--- config.mk ---
export PLATFORM = sky130hd
export DESIGN_NAME = layer_priority_mux_flat
export DESIGN_NICKNAME = d
export VERILOG_FILES = /design/src/rtl/layer_priority_mux_if.sv /design/src/rtl/layer_priority_mux.sv /design/src/flat_wrapper.sv
export SDC_FILE = /design/constraint.sdc
export NUM_CORES = 1
export LEC_CHECK = 0
export ABC_AREA = 1
export CAP_MARGIN = 10
export CELL_PAD_IN_SITES_DETAIL_PLACEMENT = 1
export CELL_PAD_IN_SITES_GLOBAL_PLACEMENT = 2
export CORE_AREA = 2 2 169 171
export CTS_CLUSTER_SIZE = 25
export DETAILED_ROUTE_END_ITERATION = 8
export DIE_AREA = 0 0 171 173
export PLACE_DENSITY_LB_ADDON = 0.1
export SLEW_MARGIN = 20
export SYNTH_ARGS = -nofsm -noshare
export SYNTH_HDL_FRONTEND = slang
export SYNTH_SLANG_ARGS = --single-unit
--- constraint.sdc ---
create_clock -name clk -period 1.1 [get_ports clk]
set_input_delay 0.165 -clock clk [delete_from_list [all_inputs] [get_ports clk]]
set_output_delay 0.165 -clock clk [all_outputs]
set_load 0.005 [all_outputs]
--- src/rtl/layer_priority_mux_if.sv ---
// Pixel-side bundle for layer_priority_mux: per-layer draw/colour inputs, control
// masks and the registered, priority-resolved colour outputs.
interface layer_priority_mux_if #(
    parameter int NUM_LAYERS = 8,
    parameter int COLOR_W    = 4
);
    localparam int PIX_W = 3 * COLOR_W;
    localparam int WL_W  = (NUM_LAYERS > 1) ? $clog2(NUM_LAYERS) : 1;

    logic                          pixel_valid;
    logic                          frame_start;
    logic [NUM_LAYERS-1:0]         layer_dr;
    logic [NUM_LAYERS*PIX_W-1:0]   layer_rgb;
    logic [PIX_W-1:0]              bg_rgb;
    logic [NUM_LAYERS-1:0]         layer_en_req;
    logic [NUM_LAYERS-1:0]         flash_mask;
    logic                          key_en;
    logic [PIX_W-1:0]              key_rgb;
    logic [COLOR_W-1:0]            red_level;
    logic [COLOR_W-1:0]            green_level;
    logic [COLOR_W-1:0]            blue_level;
    logic                          pixel_valid_out;
    logic [WL_W-1:0]               win_layer;
    logic                          win_hit;

    modport master (
        output pixel_valid, frame_start, layer_dr, layer_rgb, bg_rgb,
               layer_en_req, flash_mask, key_en, key_rgb,
        input  red_level, green_level, blue_level, pixel_valid_out,
               win_layer, win_hit
    );

    modport slave (
        input  pixel_valid, frame_start, layer_dr, layer_rgb, bg_rgb,
               layer_en_req, flash_mask, key_en, key_rgb,
        output red_level, green_level, blue_level, pixel_valid_out,
               win_layer, win_hit
    );
endinterface

--- src/rtl/layer_priority_mux.sv ---
// Two-stage sprite/object layer compositor: qualifies each layer (enable, blink,
// colour key), then picks the lowest-index survivor or the background.
module layer_priority_mux #(
    parameter int NUM_LAYERS   = 8,
    parameter int COLOR_W      = 4,
    parameter int FLASH_FRAMES = 16
) (
    input  logic               clk,
    input  logic               reset,
    layer_priority_mux_if.slave bus
);
    localparam int PIX_W = 3 * COLOR_W;
    localparam int WL_W  = (NUM_LAYERS > 1) ? $clog2(NUM_LAYERS) : 1;
    localparam logic [7:0] FC_LAST = 8'(FLASH_FRAMES - 1);

    logic [NUM_LAYERS-1:0]       r_en_active;
    logic [7:0]                  r_frame_cnt;
    logic                        r_blink_phase;

    logic [NUM_LAYERS-1:0]       r_qual;
    logic [NUM_LAYERS*PIX_W-1:0] r_layer_rgb;
    logic [PIX_W-1:0]            r_bg_rgb;
    logic                        r_pv1;

    logic [PIX_W-1:0]            r_out_rgb;
    logic [WL_W-1:0]             r_win_layer;
    logic                        r_win_hit;
    logic                        r_pv2;

    logic [NUM_LAYERS-1:0]       w_qual;
    logic [PIX_W-1:0]            w_sel_rgb;
    logic [WL_W-1:0]             w_sel_idx;
    logic                        w_sel_hit;

    // Per-layer qualification against the enable/blink state in force before any frame_start update.
    always_comb begin
        w_qual = '0;
        for (int i = 0; i < NUM_LAYERS; i++) begin
            w_qual[i] = bus.layer_dr[i]
                      & r_en_active[i]
                      & ~(bus.flash_mask[i] & r_blink_phase)
                      & ~(bus.key_en & (bus.layer_rgb[i*PIX_W +: PIX_W] == bus.key_rgb));
        end
    end

    // Frame-synchronous enable mask and blink timer; changes only land on frame_start.
    always_ff @(posedge clk) begin
        if (reset) begin
            r_en_active   <= '1;
            r_frame_cnt   <= 8'd0;
            r_blink_phase <= 1'b0;
        end else if (bus.frame_start) begin
            r_en_active <= bus.layer_en_req;
            if (r_frame_cnt == FC_LAST) begin
                r_frame_cnt   <= 8'd0;
                r_blink_phase <= ~r_blink_phase;
            end else begin
                r_frame_cnt   <= r_frame_cnt + 8'd1;
                r_blink_phase <= r_blink_phase;
            end
        end else begin
            r_en_active   <= r_en_active;
            r_frame_cnt   <= r_frame_cnt;
            r_blink_phase <= r_blink_phase;
        end
    end

    // Stage 1: capture qualification result and all colour candidates.
    always_ff @(posedge clk) begin
        if (reset) begin
            r_qual      <= '0;
            r_layer_rgb <= '0;
            r_bg_rgb    <= '0;
            r_pv1       <= 1'b0;
        end else begin
            r_qual      <= w_qual;
            r_layer_rgb <= bus.layer_rgb;
            r_bg_rgb    <= bus.bg_rgb;
            r_pv1       <= bus.pixel_valid;
        end
    end

    // Priority select: scanning from the top index down leaves the lowest qualified layer as winner.
    always_comb begin
        w_sel_rgb = r_bg_rgb;
        w_sel_idx = '0;
        w_sel_hit = 1'b0;
        for (int i = NUM_LAYERS - 1; i >= 0; i--) begin
            if (r_qual[i]) begin
                w_sel_rgb = r_layer_rgb[i*PIX_W +: PIX_W];
                w_sel_idx = WL_W'(i);
                w_sel_hit = 1'b1;
            end else begin
                w_sel_rgb = w_sel_rgb;
                w_sel_idx = w_sel_idx;
                w_sel_hit = w_sel_hit;
            end
        end
    end

    // Stage 2: registered outputs.
    always_ff @(posedge clk) begin
        if (reset) begin
            r_out_rgb   <= '0;
            r_win_layer <= '0;
            r_win_hit   <= 1'b0;
            r_pv2       <= 1'b0;
        end else begin
            r_out_rgb   <= w_sel_rgb;
            r_win_layer <= w_sel_idx;
            r_win_hit   <= w_sel_hit;
            r_pv2       <= r_pv1;
        end
    end

    assign bus.red_level       = r_out_rgb[PIX_W-1 -: COLOR_W];
    assign bus.green_level     = r_out_rgb[2*COLOR_W-1 -: COLOR_W];
    assign bus.blue_level      = r_out_rgb[COLOR_W-1 -: COLOR_W];
    assign bus.win_layer       = r_win_layer;
    assign bus.win_hit         = r_win_hit;
    assign bus.pixel_valid_out = r_pv2;
endmodule
--- src/flat_wrapper.sv ---
// flat-port wrapper written by rule: the top's interface ports become plain ports
module layer_priority_mux_flat 
#(
    parameter int NUM_LAYERS   = 8,
    parameter int COLOR_W      = 4,
    parameter int FLASH_FRAMES = 16
)
  (clk, reset, bus_pixel_valid, bus_frame_start, bus_layer_dr, bus_layer_rgb, bus_bg_rgb, bus_layer_en_req, bus_flash_mask, bus_key_en, bus_key_rgb, bus_red_level, bus_green_level, bus_blue_level, bus_pixel_valid_out, bus_win_layer, bus_win_hit);
  layer_priority_mux_if #(.NUM_LAYERS(NUM_LAYERS), .COLOR_W(COLOR_W)) bus_i ();
  input  logic clk;
  input  logic reset;
  input wire logic [$bits(bus_i.pixel_valid)-1:0] bus_pixel_valid;
  input wire logic [$bits(bus_i.frame_start)-1:0] bus_frame_start;
  input wire logic [$bits(bus_i.layer_dr)-1:0] bus_layer_dr;
  input wire logic [$bits(bus_i.layer_rgb)-1:0] bus_layer_rgb;
  input wire logic [$bits(bus_i.bg_rgb)-1:0] bus_bg_rgb;
  input wire logic [$bits(bus_i.layer_en_req)-1:0] bus_layer_en_req;
  input wire logic [$bits(bus_i.flash_mask)-1:0] bus_flash_mask;
  input wire logic [$bits(bus_i.key_en)-1:0] bus_key_en;
  input wire logic [$bits(bus_i.key_rgb)-1:0] bus_key_rgb;
  output wire logic [$bits(bus_i.red_level)-1:0] bus_red_level;
  output wire logic [$bits(bus_i.green_level)-1:0] bus_green_level;
  output wire logic [$bits(bus_i.blue_level)-1:0] bus_blue_level;
  output wire logic [$bits(bus_i.pixel_valid_out)-1:0] bus_pixel_valid_out;
  output wire logic [$bits(bus_i.win_layer)-1:0] bus_win_layer;
  output wire logic [$bits(bus_i.win_hit)-1:0] bus_win_hit;
  assign bus_i.pixel_valid = bus_pixel_valid;
  assign bus_i.frame_start = bus_frame_start;
  assign bus_i.layer_dr = bus_layer_dr;
  assign bus_i.layer_rgb = bus_layer_rgb;
  assign bus_i.bg_rgb = bus_bg_rgb;
  assign bus_i.layer_en_req = bus_layer_en_req;
  assign bus_i.flash_mask = bus_flash_mask;
  assign bus_i.key_en = bus_key_en;
  assign bus_i.key_rgb = bus_key_rgb;
  assign bus_red_level = bus_i.red_level;
  assign bus_green_level = bus_i.green_level;
  assign bus_blue_level = bus_i.blue_level;
  assign bus_pixel_valid_out = bus_i.pixel_valid_out;
  assign bus_win_layer = bus_i.win_layer;
  assign bus_win_hit = bus_i.win_hit;
  layer_priority_mux #(.NUM_LAYERS(NUM_LAYERS), .COLOR_W(COLOR_W), .FLASH_FRAMES(FLASH_FRAMES)) u_core (.clk(clk), .reset(reset), .bus(bus_i));
endmodule
# Yosys cells after proc, flatten, opt, wreduce, memory -nomap -nowiden
# Cells that the tools add are included.
dict set report classes {
  add_sub_neg 1
  n_eq_ne 9
  mux 24
  bitwise 57
  n_reduce_logical 4
}
# op n
set ops {}
lappend ops {{equality test 12 bit} 8}
lappend ops {{two-way mux 12 bit} 8}
lappend ops {{AND 1 bit} 40}
lappend ops {{NOT 1 bit} 17}
lappend ops {{two-way mux 3 bit} 4}
lappend ops {{two-way mux 1 bit} 9}
lappend ops {{adder 8 x 1 -> 8 bit, second input constant} 1}
lappend ops {{equality test 8 x 4 -> 1 bit, second input constant} 1}
lappend ops {{two-way mux 8 bit} 1}
lappend ops {{OR reduction 5 bit} 1}
lappend ops {{two-way mux 2 bit} 2}
lappend ops {{OR reduction 3 bit} 1}
lappend ops {{AND reduction 2 bit} 1}
lappend ops {{OR reduction 2 bit} 1}
dict set report word_totals {
  reg_bits 151
  input_bits 149
  out_inout_bits 17
}

# Logic depth before layout (Yosys ltp)
# Gate-level depths: netlist of the first run.
dict set report logic_depth {
  word_depth 8
  depth_mapped 11
  depth_no_buf 10
}

# Worst setup path after synthesis of the first run
# No wires, ideal clock.
dict set report synth_path {
  path_type {register to register}
  startpoint {reg u_core.r_frame_cnt[0]}
  endpoint {reg u_core.r_frame_cnt[6]}
  period_less_slack_ps 1182
  path_slack_ps -82
  setup_ps 117
  n_path_buf 0
  path_stages_with_launch 8
  arrival_ps 1065
  path_cell_list {dfxtp_1 -> ha_1 -> nand2_1 -> nor2_1 -> nand3_1 -> nor2_1 -> xnor2_1 -> nor2_1}
}
dict set report synth_between {
  elab_chain_len 2
  elab_cells_between_ends 3
}
# item line
set synth_rtl {}
lappend synth_rtl {{start, declared} layer_priority_mux.sv:17} ;# logic [7:0] r_frame_cnt;
lappend synth_rtl {{start signal, assigned} layer_priority_mux.sv:58} ;# r_frame_cnt <= r_frame_cnt + 8'd1;
lappend synth_rtl {{start signal, assigned} layer_priority_mux.sv:63} ;# r_frame_cnt <= r_frame_cnt;
lappend synth_rtl {{adder 8 x 1 -> 8 bit or equality test 8 x 4 -> 1 bit (tied branches)} {layer_priority_mux.sv:58, layer_priority_mux.sv:54}}
lappend synth_rtl {{two-way mux 8 bit *} layer_priority_mux.sv:54} ;# if (r_frame_cnt == FC_LAST) begin
# Mark *: on every way between the ends. The rest lies on a longest branch, timed or not.
# A chain may end at the register's enable or synchronous reset.

# Worst setup path in the final report of the first run
dict set report layout_path {
  startpoint {reg u_core.r_qual[7]}
  endpoint {reg u_core.r_out_rgb[9]}
}
dict set report layout_between {
  elab_chain_len 8
}
# item line
set layout_rtl {}
lappend layout_rtl {{start, declared} layer_priority_mux.sv:20} ;# logic [NUM_LAYERS-1:0] r_qual;
lappend layout_rtl {{start signal, assigned} layer_priority_mux.sv:76} ;# r_qual <= w_qual;
lappend layout_rtl {{two-way mux 12 bit (8 in a row)} layer_priority_mux.sv:89} ;# if (r_qual[i]) begin
lappend layout_rtl {{end signal, assigned} layer_priority_mux.sv:109} ;# r_out_rgb <= w_sel_rgb;
lappend layout_rtl {{end, declared} layer_priority_mux.sv:25} ;# logic [PIX_W-1:0] r_out_rgb;
# Every way passes these cells.

==> results_dict.tcl, run 1 <==
set metrics [dict create \
    status "finished with violations" \
    violations "setup timing" \
    port_buffers 165 \
    fin_ws_ps -416 \
    critPathRequiredTime_ps 1420 \
    drt_iter0_drc 351 \
    insertion_delay_ps 430 \
    synth_top_flop_cell "dfxtp_1" \
    cts.sinks 151 \
    cts-htree-levels 4 \
    cp-startpoint "u_core.r_qual[7]$_SDFF_PP0_" \
    clk_path_buf_depth 2 \
    clk_pin_slew_ps 70 \
    synthesis.instances 960 \
    nNetsFinal 1417 \
    antenna_found_initial 2 \
    r2r-start "u_core.r_qual[7]$_SDFF_PP0_" \
    criticalPathCategory "flip-flop to flip-flop" \
    slew_headroom 0.630 \
    ys_seq_area_frac 0.459 \
    rsz0062_at_grt "yes" \
    die_height_um 173 \
    synth_edf_count 0 \
    start_util 0.238 \
    r2r_end "u_core.r_out_rgb[9]$_SDFF_PP0_" \
    finalInstanceArea_mm2 0.0108 \
    io_pins 166 \
    die_area_mm2 0.0296 \
    drc 0 \
    crit_fanout 7 \
    dr.pass1.iters 5 \
    worst_pin_slew_ps 554 \
    yosys.area.top_type "dfxtp_1" \
    layout_min_cycle_time_ps 1520 \
    grt_start_max_net_pins 47 \
    cts_tree "built" \
    fin_skew_ps 10.6 \
    synth_nets 1110 \
    ys.warnings.count 0 \
    grt.total_usage 0.221 \
    drive_above_1_share 0.239 \
    syn_to_final_growth_pct 64.6 \
    endpoint "u_core.r_out_rgb[9]$_SDFF_PP0_" \
    ys_async_sr_fraction 0 \
    synth_area_mm2 0.00658 \
    die_w_um 171 \
    final_max_slew_viol_count 0 \
    cp.arrival_ps 1840 \
    hold_path.class "input pin to flip-flop" \
    synth_top_area_share 0.459 \
    endpoint_kind "flip-flop" \
    grt_pass1_wl_um 47200 \
    yosysUniqueCellTypes 24 \
    setup_violations 20 \
    powerDensity_mw_per_mm2 1390 \
    start_kind "flip-flop" \
    reg2reg_slack_ps -420 \
    peakVddDrop_mv 0.882 \
    num_vias 7214 \
    cts-root-buf "clkbuf_16" \
    hp-start "reset" \
    drt-total-wl_um 32300 \
    r2r_cells 10 \
    yosys-top-cells-area "dfxtp_1, nor2_1, nand2_1" \
    avgSynthCellArea_um2 6.86 \
    min_period_over_period 1.38 \
    fmax_mhz 660 \
    dp_hpwl_um 25200 \
    grt_pass1_vias 7587 \
    gr-total-overflow 0 \
    routedWlPerCell_um 19.5 \
    routed_via_density 4.35 \
    numCtsBuffers 17 \
    rows 61 \
    postPlaceCellArea_mm2 0.00979 \
    power_mw 15.1 \
    p_leak_nw 5.21 \
    hold_viol 0 \
    ant_nets 0 \
    hold_buffers 0 \
    cap_violations 0 \
    synth_seq_cells 151 \
    core_mm2 0.0276 \
    fin_setup_tns_ps -3910 \
    routabilityCongestion 0.878 \
    final_util 0.392 \
]
state kept, by name, summed over array words and instances, names as in the netlist:
signal,flops
u_core.r_blink_phase,1
u_core.r_out_rgb,12
u_core.r_frame_cnt,8
u_core.bus.pixel_valid_out,1
u_core.r_pv1,1
u_core.r_layer_rgb,96
u_core.r_bg_rgb,12
u_core.bus.win_layer,3
u_core.bus.win_hit,1
u_core.r_qual,8
u_core.r_en_active,8
repair_timing:
action,CTS,global route
setup buffers,12,9
pin swaps,20,33
gates cloned,0,0
gates resized for setup,136,63
setup endpoints to repair,48,32
metal layers:
metal	wire length [um]	global-route usage	part of all wire
met2	14900	0.356	0.46
met4	444	0.0480	0.014
met1	15000	0.299	0.46
met5	13	0	0.00040
met3	1980	0.0540	0.062
worst min-delay path by stage:
stage / to / slack [ps] / cells past startpoint
finish: u_core.r_out_rgb[11]$_SDFF_PP0_ / 150 / 4
global route: u_core.r_out_rgb[11]$_SDFF_PP0_ / 160 / 4
CTS: u_core.r_out_rgb[11]$_SDFF_PP0_ / 130 / 4
detailed placement: u_core.bus.pixel_valid_out$_SDFF_PP0_ / 410 / 2
global placement: u_core.bus.pixel_valid_out$_SDFF_PP0_ / 410 / 2
floorplan: u_core.r_bg_rgb[0]$_SDFF_PP0_ / 270 / 2
per-stage QoR:
step	hold WS [ps]	worst slack, ps	cells
after floorplan	272	-45.1	960
after detailed placement	408	-691	1606
after CTS	127	-399	1649
final	145	-416	1658
after global placement	406	-707	1606
after global routing	163	-469	1657
critical path, stage by stage (launching register included):
cell	delay, ps
dfxtp_4	370
inv_2	70
nor2_4	40
buf_6	130
buf_6	110
nand2_2	40
nand4_1	270
nand2_2	210
nand3_2	80
nand2_1	70
nand2_1	40
logic make-up after synthesis:
group / synth area share
AND/OR/NAND/NOR: 0.298
buffers and inverters: 0.114
flip-flops: 0.459
AO/OA/AOI/OAI: 0.0800
XOR/XNOR: 0.0466
adder cells (fa/ha/maj): 0.00190
cell type report:
cell class	count	area (um^2)
Inverter	148	572
Multi-Input combinational cell	620	3100
Fill cell	3422	16800
Sequential cell	151	3060
Tap cell	378	473
Clock inverter	11	151
Clock buffer	20	437
Timing Repair Buffer	329	3040
Antenna cell	1	2.50
synth_stat cells (4+ instances only):
master and n:
a21oi_1 36, buf_1 6, buf_2 23, buf_4 4
clkbuf_1 8, dfxtp_1 151, inv_1 143, nand2_1 187
nand3_1 51, nand4_1 14, nor2_1 223, nor3_1 11
o211ai_1 4, o21ai_0 19, o22ai_1 33, xnor2_1 17
xor2_1 18
where the power goes:
part | internal [mW] | switching, mW | total [mW]
logic | 1.47 | 1.58 | 3.05
registers | 5.79 | 0.144 | 5.94
clock network | 3.57 | 2.51 | 6.08
total | 10.8 | 4.23 | 15.1
cells in the final DEF (no fill, tap or decap), drive strengths merged:
master,count
dlymetal6s2s,7
nand2,187
inv,144
clkbuf,21
clkinvlp,7
clkinv,5
dfxtp,151
o211ai,4
nand3,51
buf,181
clkdlybuf4s50,133
a41oi,1
xor2,18
xnor2,17
nand4,14
a21oi,36
o22ai,33
bufinv,3
ha,1
o21ai,19
nor3,11
diode,1
dlygate4sd2,7
a31oi,1
nor4,1
nor2,226
Note: power is estimated with default switching activity, not from simulation.
==> run 2, diff against run 1 <==
--- a/config.mk
+++ b/config.mk
@@ -14,6 +14,7 @@
 export DETAILED_ROUTE_END_ITERATION = 8
 export DIE_AREA = 0 0 171 173
 export PLACE_DENSITY_LB_ADDON = 0.1
+export RECOVER_POWER = 100
 export SLEW_MARGIN = 20
 export SYNTH_ARGS = -nofsm -noshare
 export SYNTH_HDL_FRONTEND = slang
==> results_dict.tcl, run 2 (synthesis results as in run 1) <==
set metrics [dict create \
    hold_buffers 0 \
    die_w_um 171 \
    cp.arrival_ps 1840 \
    postPlaceCellArea_mm2 0.00979 \
    finalInstanceArea_mm2 0.0108 \
    reg2reg_slack_ps -420 \
    die_height_um 173 \
    routabilityCongestion 0.878 \
    cp-startpoint "u_core.r_qual[7]$_SDFF_PP0_" \
    min_period_over_period 1.39 \
    start_kind "flip-flop" \
    hold_path.class "input pin to flip-flop" \
    antenna_found_initial 2 \
    powerDensity_mw_per_mm2 1390 \
    grt_pass1_vias 7587 \
    top_register "u_core.r_layer_rgb" \
    rows 61 \
    cts-root-buf "clkbuf_16" \
    drc 0 \
    die_area_mm2 0.0296 \
    cpMaxStageDelayCell "dfxtp_4" \
    worst_pin_slew_ps 901 \
    r2r-start "u_core.r_qual[7]$_SDFF_PP0_" \
    dr.pass1.iters 5 \
    slowest_delay_ps 370 \
    cts_tree "built" \
    clk_pin_slew_ps 70 \
    crit_cells 10 \
    cts.sinks 151 \
    drive_above_1_share 0.230 \
    clk_path_buf_depth 2 \
    setup_violations 49 \
    insertion_delay_ps 430 \
    violations "setup timing" \
    core_mm2 0.0276 \
    io_pins 166 \
    crit_fanout 7 \
    ant_nets 0 \
    cap_violations 0 \
    peakVddDrop_mv 0.884 \
    cts-htree-levels 4 \
    layout_min_cycle_time_ps 1520 \
    cp_cell_sequence "inv_2 -> nor2_4 -> buf_6 -> buf_6 -> nand2_2 -> nand4_1 -> nand2_2 -> nand3_2 -> nand2_1 -> nand2_1" \
    num_vias 7218 \
    dp_hpwl_um 25200 \
    gr-total-overflow 0 \
    pre_cts_slack_ps -691 \
    status "finished with violations" \
    fin_skew_ps 11.8 \
    final_common_cell "nor2_1" \
    p_leak_nw 5.17 \
    numCtsBuffers 17 \
    fin_ws_ps -425 \
    endpoint "u_core.r_out_rgb[9]$_SDFF_PP0_" \
    largest_register_ffs 96 \
    criticalPathCategory "flip-flop to flip-flop" \
    routedWlPerCell_um 19.5 \
    fill_cells 3426 \
    slew_headroom 0.399 \
    routed_via_density 4.35 \
    critPathRequiredTime_ps 1420 \
    final_max_slew_viol_count 0 \
    r2r_end "u_core.r_out_rgb[9]$_SDFF_PP0_" \
    final_cell_mix "nor2_1, nand2_1, dfxtp_1" \
    grt.total_usage 0.221 \
    r2r_cells 10 \
    worst-path-buf-inv 3 \
    final_util 0.390 \
    rsz0062_at_grt "yes" \
    reg_top3 "u_core.r_layer_rgb x96, u_core.r_bg_rgb x12, u_core.r_out_rgb x12" \
    hold_viol 0 \
    fmax_mhz 656 \
    start_util 0.238 \
    grt_pass1_wl_um 47200 \
    drt-total-wl_um 32300 \
    whs_ps 249 \
    grt_start_max_net_pins 47 \
    critPathTopFamily "simple AND/OR/NAND/NOR gates" \
    endpoint_kind "flip-flop" \
    port_buffers 165 \
    nNetsFinal 1417 \
    syn_to_final_growth_pct 63.7 \
    drt_iter0_drc 363 \
]
## run 2: changes by cell type in the layout (fill, tap and decap cells not counted), moves of 4 or more
cell / previous run / this run
dfxtp_1: 134 / 138
clkbuf_1: 3 / 11
buf_2: 16 / 10
dfxtp_2: 12 / 8
buf_4: 138 / 133
dlygate4sd3_1: 0 / 5
clkdlybuf4s50_1: 133 / 128
## run 2: routing by layer
metal / GRT usage / routed length [um] / part of all wire
met1: 0.299 / 14900 / 0.46
met2: 0.356 / 14800 / 0.46
met3: 0.0540 / 2010 / 0.062
met4: 0.0480 / 498 / 0.015
met5: 0 / 13 / 0.00040
## run 2: final cells by class
class / count / area, um^2 / share of cell area
inverter: 148 / 572 / 0.0530
multi-input combinational: 620 / 3100 / 0.288
sequential: 151 / 3050 / 0.283
antenna: 1 / 2.50 / 0.000232
clock buffer: 20 / 437 / 0.0405
tap: 378 / 473 / 0.0439
clock inverter: 11 / 151 / 0.0140
timing repair buffer: 329 / 2990 / 0.277
## run 2: worst min-delay path by stage
stage,slack (ps),cells past startpoint,from,endpoint
after floorplan,270,2,bus_bg_rgb[0],u_core.r_bg_rgb[0]$_SDFF_PP0_
after global placement,410,2,u_core.r_pv1$_SDFF_PP0_,u_core.bus.pixel_valid_out$_SDFF_PP0_
after detailed placement,410,2,u_core.r_pv1$_SDFF_PP0_,u_core.bus.pixel_valid_out$_SDFF_PP0_
after global routing,250,3,bus_bg_rgb[2],u_core.r_bg_rgb[2]$_SDFF_PP0_
final,250,3,bus_bg_rgb[2],u_core.r_bg_rgb[2]$_SDFF_PP0_
after CTS,130,4,reset,u_core.r_out_rgb[11]$_SDFF_PP0_
## run 2: per-stage QoR
stage | instances | setup TNS, ps | total power, mW
6_report | 1658 | -5460 | 15.0
5_1_grt | 1657 | -10840 | 15.7
4_1_cts | 1649 | -4140 | 15.1
3_5_place_dp | 1606 | -14470 | 8.94
3_3_place_gp | 1606 | -14440 | 8.92
2_1_floorplan | 960 | -45.1 | 7.07
## run 2: worst register-to-register path, delay by kind of cell, from the launching register on
| kind | cells | cell delay, ps |
|---|---|---|
| buffers and inverters | 3 | 310 |
| DFF | 1 | 370 |
| and+or+nand+nor | 7 | 760 |
## run 2: power by group
group,total [mW],leakage [nW],internal [mW],switching (mW)
Clock,6.07,0.273,3.57,2.50
Combinational,3.02,3.63,1.45,1.58
Sequential,5.94,1.26,5.79,0.145
Total,15.0,5.17,10.8,4.23
## run 2: timing repair
action	CTS	global route
pin swaps	20	33
gates resized for setup	136	63
buffers inserted	12	9
setup endpoints to repair	48	32
